--- src/rtl/darkroom_frame_scheduler_pkg.sv ---
// Shared constants, state encoding and frame types for the darkroom frame scheduler.
// Latency: none (declarations only).
// Backpressure: not applicable.
package darkroom_pkg;
  localparam int FRAME_BITS        = 256;
  localparam int SENSORS_PER_FRAME = 8;
  localparam int SENSOR_WORD_BITS  = 32;
  localparam int FRAME_ID_BITS     = 4;

  typedef enum logic [2:0] {
    ST_IDLE,
    ST_ARB,
    ST_LOAD,
    ST_SEND,
    ST_WAIT_START,
    ST_WAIT_END,
    ST_GAP
  } state_t;

  typedef logic [FRAME_BITS-1:0]    frame_t;
  typedef logic [FRAME_ID_BITS-1:0] frame_id_t;
endpackage

--- src/rtl/darkroom_frame_scheduler_if.sv ---
// SPI-side link between the frame scheduler (master) and SpiControl_esp8266 (slave).
// Latency: wires only.
// Backpressure: slave paces the master through ss_n_i start/end edges.
interface darkroom_frame_scheduler_if;
  import darkroom_pkg::*;

  logic      ss_n_i;
  logic      data_ready_o;
  frame_t    frame_o;
  frame_id_t frame_id_o;

  modport master (input ss_n_i, output data_ready_o, output frame_o, output frame_id_o);
  modport slave  (output ss_n_i, input data_ready_o, input frame_o, input frame_id_o);
endinterface

--- src/rtl/darkroom_frame_scheduler_rr_arbiter.sv ---
// Round-robin pick: first asserted request after i_ptr, wrapping modulo N.
// Latency: combinational.
// Backpressure: none; caller decides when to consume the grant.
module rr_arbiter #(
  parameter int N  = 2,
  parameter int IW = (N > 1) ? $clog2(N) : 1
) (
  input  logic [N-1:0]  i_req,
  input  logic [IW-1:0] i_ptr,
  output logic [IW-1:0] o_grant,
  output logic          o_valid
);
  logic [IW-1:0] w_idx;

  // Scan ptr+1, ptr+2, ... and keep the first requester found.
  always_comb begin
    o_grant = '0;
    o_valid = 1'b0;
    w_idx   = '0;
    for (int k = 1; k <= N; k++) begin
      w_idx = IW'((int'(i_ptr) + k) % N);
      if (!o_valid && i_req[w_idx]) begin
        o_grant = w_idx;
        o_valid = 1'b1;
      end
    end
  end
endmodule

--- src/rtl/darkroom_frame_scheduler.sv ---
// Tracks pending sensor frames, grants the SPI link round-robin and paces each transfer.
// Latency: sync pulse at cycle N -> data_ready_o at N+4 when idle.
// Backpressure: waits on ss_n_i start/end edges; start timeout, then fixed inter-frame gap.
module darkroom_frame_scheduler
  import darkroom_pkg::*;
#(
  parameter int NUMBER_OF_FRAMES = 2,
  parameter int GAP_CYCLES       = 1024,
  parameter int START_TIMEOUT    = 4096
) (
  input  logic                                   clock,
  input  logic                                   reset,
  input  logic [NUMBER_OF_FRAMES*SENSORS_PER_FRAME-1:0] sync_i,
  input  logic                                   trigger_me,
  input  logic [NUMBER_OF_FRAMES*FRAME_BITS-1:0] frame_data_i,
  darkroom_frame_scheduler_if.master             spi,
  output logic                                   busy_o,
  output logic [NUMBER_OF_FRAMES-1:0]            pending_o,
  output logic [15:0]                            coalesced_o,
  output logic                                   timeout_o
);
  localparam int IW = (NUMBER_OF_FRAMES > 1) ? $clog2(NUMBER_OF_FRAMES) : 1;
  localparam int TW = $clog2(START_TIMEOUT + 1);
  localparam int GW = $clog2(GAP_CYCLES + 1);

  state_t                      r_state, w_next;
  logic                        r_ss_prev;
  logic                        w_start_edge, w_end_edge;
  logic [NUMBER_OF_FRAMES-1:0] r_pending, w_set, w_clr;
  logic                        w_hit;
  logic [IW-1:0]               r_rr_ptr, r_grant, w_arb_grant;
  logic                        w_arb_vld;
  logic [TW-1:0]               r_tcnt;
  logic [GW-1:0]               r_gcnt;
  frame_t                      r_frame;
  frame_id_t                   r_frame_id;
  logic [15:0]                 r_coalesced;
  logic                        r_timeout;

  assign w_start_edge = r_ss_prev & ~spi.ss_n_i;
  assign w_end_edge   = ~r_ss_prev & spi.ss_n_i;

  rr_arbiter #(.N(NUMBER_OF_FRAMES), .IW(IW)) u_arb (
    .i_req   (r_pending),
    .i_ptr   (r_rr_ptr),
    .o_grant (w_arb_grant),
    .o_valid (w_arb_vld)
  );

  // Per-frame set/clear requests and whether any set lands on an already-pending frame.
  always_comb begin
    w_set = '0;
    w_clr = '0;
    for (int f = 0; f < NUMBER_OF_FRAMES; f++)
      w_set[f] = (|sync_i[f*SENSORS_PER_FRAME +: SENSORS_PER_FRAME]) | trigger_me;
    if (r_state == ST_LOAD)
      w_clr[r_grant] = 1'b1;
    w_hit = |(w_set & r_pending & ~w_clr);
  end

  // State register.
  always_ff @(posedge clock or posedge reset) begin
    if (reset) r_state <= ST_IDLE;
    else       r_state <= w_next;
  end

  // Next-state decode.
  always_comb begin
    w_next = r_state;
    case (r_state)
      ST_IDLE:       if (|r_pending) w_next = ST_ARB;
      ST_ARB:        w_next = w_arb_vld ? ST_LOAD : ST_IDLE;
      ST_LOAD:       w_next = ST_SEND;
      ST_SEND:       w_next = ST_WAIT_START;
      ST_WAIT_START: begin
        if (w_start_edge)                          w_next = ST_WAIT_END;
        else if (r_tcnt == TW'(START_TIMEOUT - 1)) w_next = ST_GAP;
      end
      ST_WAIT_END:   if (w_end_edge) w_next = ST_GAP;
      ST_GAP:        if (r_gcnt == '0) w_next = ST_IDLE;
      default:       w_next = ST_IDLE;
    endcase
  end

  // State-decoded outputs; data_ready_o is a single SEND-cycle strobe.
  always_comb begin
    spi.data_ready_o = (r_state == ST_SEND);
    busy_o           = (r_state != ST_IDLE);
  end

  // Pending flags, coalesce counter, grant snapshot and pacing counters.
  always_ff @(posedge clock or posedge reset) begin
    if (reset) begin
      r_ss_prev   <= 1'b1;
      r_pending   <= '0;
      r_coalesced <= '0;
      r_rr_ptr    <= IW'(NUMBER_OF_FRAMES - 1);
      r_grant     <= '0;
      r_frame     <= '0;
      r_frame_id  <= '0;
      r_tcnt      <= '0;
      r_gcnt      <= '0;
      r_timeout   <= 1'b0;
    end else begin
      r_ss_prev <= spi.ss_n_i;
      // Set has priority so a sync landing on LOAD keeps the frame queued.
      r_pending <= (r_pending & ~w_clr) | w_set;
      if (w_hit && r_coalesced != 16'hFFFF)
        r_coalesced <= r_coalesced + 16'd1;
      case (r_state)
        ST_ARB:  r_grant <= w_arb_grant;
        ST_LOAD: begin
          r_frame    <= frame_data_i[r_grant*FRAME_BITS +: FRAME_BITS];
          r_frame_id <= FRAME_ID_BITS'(r_grant);
          r_rr_ptr   <= r_grant;
        end
        // Counter tracks clocks elapsed since the data_ready_o strobe.
        ST_SEND: r_tcnt <= TW'(1);
        ST_WAIT_START: begin
          r_tcnt <= r_tcnt + TW'(1);
          if (!w_start_edge && r_tcnt == TW'(START_TIMEOUT - 1)) begin
            r_timeout <= 1'b1;
            r_gcnt    <= GW'(GAP_CYCLES - 1);
          end
        end
        ST_WAIT_END: if (w_end_edge) r_gcnt <= GW'(GAP_CYCLES - 1);
        ST_GAP:      if (r_gcnt != '0) r_gcnt <= r_gcnt - GW'(1);
        default: ;
      endcase
    end
  end

  assign spi.frame_o    = r_frame;
  assign spi.frame_id_o = r_frame_id;
  assign pending_o      = r_pending;
  assign coalesced_o    = r_coalesced;
  assign timeout_o      = r_timeout;
endmodule

--- src/flat_wrapper.sv ---
// flat-port wrapper written by rule: the top's interface ports become plain ports
module darkroom_frame_scheduler_flat import darkroom_pkg::*;
#(
  parameter int NUMBER_OF_FRAMES = 2,
  parameter int GAP_CYCLES       = 1024,
  parameter int START_TIMEOUT    = 4096
)
  (clock, reset, sync_i, trigger_me, frame_data_i, busy_o, pending_o, coalesced_o, timeout_o, spi_ss_n_i, spi_data_ready_o, spi_frame_o, spi_frame_id_o);
  darkroom_frame_scheduler_if spi_i ();
  input  logic clock;
  input  logic reset;
  input  logic [NUMBER_OF_FRAMES*SENSORS_PER_FRAME-1:0] sync_i;
  input  logic trigger_me;
  input  logic [NUMBER_OF_FRAMES*FRAME_BITS-1:0] frame_data_i;
  output logic busy_o;
  output logic [NUMBER_OF_FRAMES-1:0] pending_o;
  output logic [15:0] coalesced_o;
  output logic timeout_o;
  input wire logic [$bits(spi_i.ss_n_i)-1:0] spi_ss_n_i;
  output wire logic [$bits(spi_i.data_ready_o)-1:0] spi_data_ready_o;
  output wire logic [$bits(spi_i.frame_o)-1:0] spi_frame_o;
  output wire logic [$bits(spi_i.frame_id_o)-1:0] spi_frame_id_o;
  assign spi_i.ss_n_i = spi_ss_n_i;
  assign spi_data_ready_o = spi_i.data_ready_o;
  assign spi_frame_o = spi_i.frame_o;
  assign spi_frame_id_o = spi_i.frame_id_o;
  darkroom_frame_scheduler #(.NUMBER_OF_FRAMES(NUMBER_OF_FRAMES), .GAP_CYCLES(GAP_CYCLES), .START_TIMEOUT(START_TIMEOUT)) u_core (.clock(clock), .reset(reset), .sync_i(sync_i), .trigger_me(trigger_me), .frame_data_i(frame_data_i), .spi(spi_i), .busy_o(busy_o), .pending_o(pending_o), .coalesced_o(coalesced_o), .timeout_o(timeout_o));
endmodule
--- config.mk ---
export PLATFORM = sky130hd
export DESIGN_NAME = darkroom_frame_scheduler_flat
export DESIGN_NICKNAME = d
export VERILOG_FILES = /design/src/rtl/darkroom_frame_scheduler_pkg.sv /design/src/rtl/darkroom_frame_scheduler_if.sv /design/src/rtl/darkroom_frame_scheduler_rr_arbiter.sv /design/src/rtl/darkroom_frame_scheduler.sv /design/src/flat_wrapper.sv
export SDC_FILE = /design/constraint.sdc
export NUM_CORES = 1
export LEC_CHECK = 0
export ABC_AREA = 1
export CORE_AREA = 2 2 317 319
export DETAILED_ROUTE_END_ITERATION = 10
export DIE_AREA = 0 0 319 321
export MAX_ROUTING_LAYER = met4
export PLACE_DENSITY_LB_ADDON = 0.15
export SLEW_MARGIN = 5
export SYNTH_ARGS = -nofsm -noshare
export SYNTH_HDL_FRONTEND = slang
export SYNTH_SLANG_ARGS = --single-unit
--- constraint.sdc ---
create_clock -name clock -period 12.2 [get_ports clock]
set_clock_uncertainty 0.15 [all_clocks]
set_input_delay 2.44 -clock clock [delete_from_list [all_inputs] [get_ports clock]]
set_output_delay 2.44 -clock clock [all_outputs]
set_load 0.02 [all_outputs]
## Word-level counts from Yosys, hierarchy flattened

Index checks and enable logic that the tools add are counted.

| storage, ports and cells | value |
|---|---|
| register bits after elaboration | 306 |
| input port bits | 532 |
| word-level logic and storage cells | 88 |

| cells by class | value |
|---|---|
| add/subtract/negate cells | 5 |
| magnitude comparators | 4 |
| equality and inequality tests | 14 |
| shift operators | 1 |
| mux-type cells | 23 |
| bitwise operators | 11 |
| reductions and logical operators | 19 |

Operator list:

| kind | number |
|---|---|
| $shiftx A512 B10 Y256 | 1 |
| $mux W11 | 3 |
| $pmux W11 S3 | 1 |
| $pmux W13 S2 | 1 |
| $pmux W3 S7 | 1 |
| $add A16 B1 Y16 const B | 1 |
| $ne A16 B16 Y1 const B | 1 |
| $reduce_or A8 Y1 | 2 |
| $mux W3 | 5 |
| $add A13 B1 Y13 const B | 1 |
| $eq A13 B12 Y1 const B | 1 |
| $logic_not A11 Y1 | 1 |
| $reduce_bool A11 Y1 | 1 |
| $sub A11 B1 Y11 const B | 1 |
| $ne A2 B1 Y1 const B | 5 |
| $eq A3 B3 Y1 const B | 3 |
| $mux W1 | 9 |
| $reduce_and A4 Y1 | 2 |
| $and A2 B2 Y2 | 3 |
| $eq A3 B2 Y1 const B | 2 |
| $lt A1 B2 Y1 const B | 3 |
| $reduce_bool A3 Y1 | 2 |
| $logic_and A1 B1 Y1 | 4 |
| $mux W2 | 2 |
| other kinds (15) | 21 |

## Depth between registers and ports, before layout

Gate-level depths: netlist (run 1).

| logic depth | value |
|---|---|
| depth after elaboration | 9 |
| mapped depth | 12 |
| depth with buffers taken out | 11 |

## Cells and area by module

A second synthesis (run 1) with hierarchy kept.

| second synthesis, totals | value |
|---|---|
| cell total of the unflattened synthesis | 1780 |
| area total of the unflattened synthesis | 13990.9 um^2 |

Modules (own cells, without submodules):

| module | times used | cells each | area each (um^2) |
|---|---|---|---|
| darkroom_frame_scheduler | 1 | 1777 | 13975.9 |
| rr_arbiter | 1 | 3 | 15.0 |

## Least setup slack after synthesis (run 1)

OpenSTA, ideal clock, no wires.

| path | value |
|---|---|
| kind | register to output |
| start point | register u_core.r_state[1] |
| end point | output port spi_data_ready_o |
| data arrival time | 1.042 ns |
| data required time | 9.610 ns |
| path slack | 8.568 ns |
| stages on the path, launching flop included | 3 |
| path buffers | 0 |
| cell sequence | dfrtp_1 -> inv_1 -> nor3_2 |

| between the ends | value |
|---|---|
| cells in the longest elaborated chain, start to end | 1 |

Ends and longest elaborated chain:

| what | RTL line | source |
|---|---|---|
| start: declaration | darkroom_frame_scheduler.sv:26 | `state_t r_state, w_next;` |
| start signal: assignment | darkroom_frame_scheduler.sv:64 | `else r_state <= w_next;` |
| $eq A3 B2 Y1 | darkroom_frame_scheduler.sv:87 | `spi.data_ready_o = (r_state == ST_SEND);` |
| end: declaration | flat_wrapper.sv:20 | `output wire logic [$bits(spi_i.data_ready_o)-1:0] spi_data_ready_o;` |

Every way passes these cells.

## Final worst setup path (run 1)

Ends and elaborated chain as after synthesis.

==> results of run 1 <==
state kept, by name, summed over array words and instances (netlist names):
signal                 flops
u_core.r_grant             1
u_core.r_state             3
u_core.r_ss_prev           1
u_core.timeout_o           1
u_core.r_gcnt             11
u_core.spi.frame_o       256
u_core.coalesced_o        16
u_core.r_rr_ptr            1
u_core.spi.frame_id_o      1
u_core.pending_o           2
u_core.r_tcnt             13
power by group:
| group | internal, mW | switching (mW) | leakage, nW |
|---|---|---|---|
| Clock | 0.745 | 0.516 | 0.668 |
| Combinational | 1.29 | 1.70 | 6.17 |
| Sequential | 1.49 | 0.309 | 3.78 |
| Total | 3.52 | 2.53 | 10.6 |
metrics by stage:
| stage | setup slack [ns] | cells |
|---|---|---|
| after floorplan | 1.15 | 1800 |
| after global placement | 7.03 | 3826 |
| after detailed placement | 7.03 | 3826 |
| after CTS | 7.10 | 3904 |
| after global routing | 7.04 | 3923 |
| final | 7.20 | 3923 |
critical path: stages, from the launching register on:
cell             delay, ns
dfrtp_1               0.55
inv_1                 0.15
nor3_2                0.42
clkdlybuf4s50_1       0.72
cell usage after synthesis, types with 4 or more instances:
cell | n | area [um^2]
buf_4 | 4 | 30.0
xor2_1 | 7 | 61.3
nand2_1 | 906 | 3400
nand3_1 | 300 | 1500
nor2_1 | 49 | 184
clkbuf_1 | 19 | 71.3
inv_2 | 7 | 26.3
inv_1 | 41 | 154
nand4_1 | 14 | 87.6
dfrtp_1 | 304 | 7610
nor3_1 | 12 | 60.1
o21ai_0 | 17 | 85.1
buf_2 | 67 | 335
a21oi_1 | 13 | 65.1
how the worst max path moves through the flow:
stage / slack (ns) / end / cells past startpoint / startpoint
CTS: 7.10 / spi_data_ready_o / 3 / u_core.r_state[1]$_DFFE_PP0P_
global route: 7.04 / spi_data_ready_o / 3 / u_core.r_state[1]$_DFFE_PP0P_
global placement: 7.03 / u_core.spi.frame_o[32]$_DFFE_PP0N_ / 4 / reset
detailed placement: 7.03 / u_core.spi.frame_o[61]$_DFFE_PP0N_ / 4 / reset
floorplan: 1.15 / u_core.coalesced_o[0]$_DFFE_PP0P_ / 1 / reset
finish: 7.20 / spi_data_ready_o / 3 / u_core.r_state[1]$_DFFE_PP0P_
cell families after synthesis:
logic type	count (synthesis)
buffers and inverters	141
AOI/OAI and AO/OA	37
and+or+nand+nor	1301
DFF	306
adders and majority gates	3
xor gates and xnor gates	9
other	1
layout make-up:
class	count	area (um^2)
diodes	19	47.5
clock buffers	66	1240
clock inverters	12	134
fillers	10800	74400
inverters	49	208
multi-input cells	1353	5760
flip-flops and latches	306	7660
well taps	1298	1620
repair buffers	820	8190
routing by layer:
| layer | GRT usage | share of wire | vias to the layer above | wire length [um] |
|---|---|---|---|---|
| met5 | - | 0 | - | 0 |
| met4 | 0.0510 | 0.026 | 0 | 1920 |
| met3 | 0.0454 | 0.078 | 92 | 5750 |
| met2 | 0.236 | 0.49 | 585 | 36100 |
| met1 | 0.159 | 0.40 | 7192 | 29800 |
| li1 | - | - | 7298 | - |
==> run summary, run 1 <==
RR Startpoint = u_core.r_state[2]$_DFFE_PP0P_
ANT nets after route = 0
Row Count = 116
Via density = 3.87
DP HPWL = 54800 um
Core Util, Final = 0.251
Post-Synth Simple-Gate Area = 0.386
largest family of logic cells by synthesized area = simple AND/OR/NAND/NOR gates
First-pass DRT Iterations = 5
r2r setup slk = 7.91 ns
fraction of the mapped netlist area in adder cells = 0.00267
Yosys cell types = 37
vias in the first global route = 15.5k
max_cap viols = 0
Area Growth Syn to Fin = 77.0%
Post-synth EDFFs = 0
Port Buffer Count = 809
first-pass GRT wire length = 105000 um
clock sink count = 306
RSZ-0062 raised after global routing = no
GRT Total Usage = 0.142
Initial Utilization = 0.142
core area = 99300 um^2
R2R cell count = 9
CP startpoint kind = flop
share of layout cells above drive strength 1 = 0.0395
Hold Vio Cnt, Final = 0
routability cong. = 0.884
maximum buffer depth of the clock tree = 3
multiplexer share of the synthesized area = 0
crit path kind = flop to primary output
# Post-CTS Setup Buffers = 0
Slew HR = 0.317
drt wl/cell = 18.7 um
DIE AREA = 102000 um^2
clk_lat worst skew = 0.58 ns
placed cell area = 23400 um^2
Syn Inst Count = 1798
CTS clk-pin slew, worst paths = 0.05 ns
Worst IR Drop VDD = 0.108 mV
Synth Warn # = 0
FF+latch count, synth = 306
H-Tree Depth = 2
power per cell area = 243 nW/um^2
max-slew violation count = 0
complex-gate fraction of the synthesized area = 0.0143
Post-Route Setup TNS = 0 ns
Final Cell Area = 24900 um^2
status = finished, final reports clean
Most used DFF post-synth = dfrtp_1
nets@finish = 3109
min Tclk post-route = 5.00 ns
Die Wd = 319 um
Worst-Margin Slew = 1.02 ns
register area share after synthesis = 0.545
final setup vio count = 0
CTS root buffer = clkbuf_16
asr flop ratio synth = 1.00
cts hold-fix bufs = 0
P_leak = 10.6 nW
drt total wl = 73500 um
post-CTS resize count = 0
Die Height = 321 um
WP data required = 9.61 ns
hold crit path type = flop to flop
pin count of the biggest net entering global routing = 131
final worst-path cycle share = 0.410
num ports = 813
Crit Path Max Fanout = 6
initial antenna violation count = 21
crit end category = primary output
routed vias = 15.2k
DRC Markers = 0
Final Power = 6.05 mW
Hold WS = 0.316 ns
CTS tree = done
worst path arrival time = 2.41 ns
fmax = 200 MHz
Avg Inst Size Synth = 7.81 um^2
hold path startpoint = u_core.r_rr_ptr$_DFFE_PP1N_
Synth Area in XOR/XNOR = 0.00561
TritonCTS Buffers = 44
Hold Path Cell Cnt = 2
commonest cells after routing, fill and taps aside = nand2_1 (906), clkdlybuf4s50_1 (809), dfrtp_1 (304), nand3_1 (300), nor2_1 (49)
commonest non-fill, non-tap cell in the layout = nand2_1
hold worst-path end = u_core.r_rr_ptr$_DFFE_PP1N_
Mapped Area = 14000 um^2
total gr overflow = 0
r2r endpoint = u_core.spi.frame_o[149]$_DFFE_PP0N_
Iter 0 DRT Violations = 723
No activity file was read; power rests on OpenSTA's default activity.
==> run 2, diff against run 1 <==
Settings changed: CORE_AREA 2 2 317 319 to 2 2 316 318, DIE_AREA 0 0 319 321 to 0 0 318 320.
Clock period 12.2 ns to 4.26 ns, I/O delays scaled along.
==> run summary, run 2 (synthesis gave the netlist of run 1 again) <==
status = finished, final reports clean
fmax = 296 MHz
final setup vio count = 0 (unchanged)
TritonCTS Buffers = 41 (-6.8%)
min Tclk post-route = 3.38 ns
# Post-CTS Setup Buffers = 0 (unchanged)
WP data required = 3.26 ns (-6.35 ns)
CTS tree = done
Area Growth Syn to Fin = 77.8%
clock sink count = 306 (unchanged)
GRT Total Usage = 0.148 (+0.00617)
cts hold-fix bufs = 0 (unchanged)
vias in the first global route = 15.8k (+1.9%)
hold crit path type = flop to flop
Slew HR = 0.264 (-0.0531)
drt wl/cell = 19.4 um (+3.3%)
total gr overflow = 0 (unchanged)
DRC Markers = 0 (unchanged)
fin cells = 3916 (-0.18%)
max_cap viols = 0 (unchanged)
Hold Path Cell Cnt = 2 (unchanged)
Die Height = 320 um (-0.31%)
P_leak = 10.7 nW (+0.70%)
CTS root buffer = clkbuf_16
num ports = 813 (unchanged)
power per cell area = 696 nW/um^2 (+190%)
Via density = 3.90 (+0.76%)
RSZ-0062 raised after global routing = no
first-pass GRT wire length = 109000 um (+3.0%)
CP startpoint kind = flop
Inst Count DP = 3827 (+0.026%)
Final Power = 17.4 mW (+190%)
commonest non-fill, non-tap cell in the layout = nand2_1
Port Buffer Count = 809 (unchanged)
pin count of the biggest net entering global routing = 127 (-3.1%)
ANT nets after route = 0 (unchanged)
DP HPWL = 57900 um (+5.5%)
post-CTS resize count = 0 (unchanged)
share of layout cells above drive strength 1 = 0.0436 (+0.00409)
routed vias = 15.3k (+0.58%)
crit end category = primary output
commonest cells after routing, fill and taps aside = nand2_1 (906), clkdlybuf4s50_1 (809), dfrtp_1 (304), nand3_1 (300), nor2_1 (49)
final worst slack = 0.876 ns (-6.32 ns)
pre-CTS setup slack = 1.44 ns (-5.59 ns)
nets@finish = 3118 (+0.29%)
initial antenna violation count = 15 (-29%)
Row Count = 115 (-0.86%)
final worst-path cycle share = 0.794
Die Wd = 318 um (-0.31%)
Iter 0 DRT Violations = 902 (+25%)
routability cong. = 0.875 (-1.0%)
DIE AREA = 102000 um^2 (-0.62%)
core area = 98000 um^2 (-1.3%)
R2R cell count = 8 (-1)
maximum buffer depth of the clock tree = 3 (unchanged)
First-pass DRT Iterations = 5 (unchanged)
drt total wl = 75800 um (+3.1%)
max reg flops = 256 (unchanged)
Post-Route Setup TNS = 0 ns (unchanged)
Worst-Margin Slew = 1.10 ns (+0.0796 ns)
crit path kind = flop to primary output
Crit Path Max Fanout = 6 (unchanged)
max-slew violation count = 0 (unchanged)
worst path arrival time = 2.38 ns (-0.03 ns)
Hold WS = 0.324 ns (+0.00785 ns)
Initial Utilization = 0.143 (+0.00186)
Hold Vio Cnt, Final = 0 (unchanged)
clk_lat worst skew = 0.57 ns (about the same)
Worst IR Drop VDD = 0.296 mV (+170%)
H-Tree Depth = 2 (unchanged)
CTS clk-pin slew, worst paths = 0.05 ns (about the same)
## run 2: cell types whose count changed in the layout (fill, tap and decap cells not counted), moves of 2 or more
cell / before / now
buf_12: 1 / 9
buf_4: 10 / 14
clkbuf_1: 16 / 13
clkbuf_16: 44 / 41
clkbuf_8: 6 / 14
clkinv_2: 6 / 4
diode_2: 19 / 15
## run 2: metrics by stage
stage	instance area, um^2	util
6_report	25000	0.255
5_1_grt	25000	0.255
4_1_cts	24900	0.255
3_5_place_dp	23600	0.241
3_3_place_gp	23600	0.241
2_1_floorplan	14100	-
## run 2: worst paths after layout
check                                         startpoint                                   to  slack (ns)
hold reg to reg              u_core.r_rr_ptr$_DFFE_PP1N_          u_core.r_rr_ptr$_DFFE_PP1N_        0.32
setup / recovery           u_core.r_state[1]$_DFFE_PP0P_                     spi_data_ready_o        0.88
setup reg to reg           u_core.r_state[2]$_DFFE_PP0P_  u_core.spi.frame_o[119]$_DFFE_PP0N_        1.59
min in group asynchronous                          reset  u_core.spi.frame_o[161]$_DFFE_PP0N_        0.60
hold / removal               u_core.r_rr_ptr$_DFFE_PP1N_          u_core.r_rr_ptr$_DFFE_PP1N_        0.32
max in group asynchronous                          reset  u_core.spi.frame_o[232]$_DFFE_PP0N_        2.40
## run 2: critical path: stages (launching register included)
cell	delay, ns
dfrtp_1	0.57
inv_1	0.15
nor3_2	0.40
clkdlybuf4s50_1	0.69
## run 2: power by group
group / internal [mW] / switching [mW]
clock: 2.08 / 1.44
sequential: 4.27 / 0.893
combinational: 3.73 / 4.98
total: 10.1 / 7.31
## run 2: per-layer routing
metal  track usage  wire, um  vias up
li1              -         -     7322
met1         0.159     29100     7230
met2         0.249     37800      603
met3        0.0469      5990      100
met4        0.0658      2900        0
met5             -         0        -
## run 2: cell type report
| class | count | area, um^2 |
|---|---|---|
| clock inverters | 6 | 62.6 |
| repair buffers | 832 | 8380 |
| fillers | 10700 | 73000 |
| inverters | 49 | 204 |
| diodes | 15 | 37.5 |
| well taps | 1287 | 1610 |
| clock buffers | 68 | 1270 |
| multi-input cells | 1353 | 5760 |
| flip-flops and latches | 306 | 7660 |
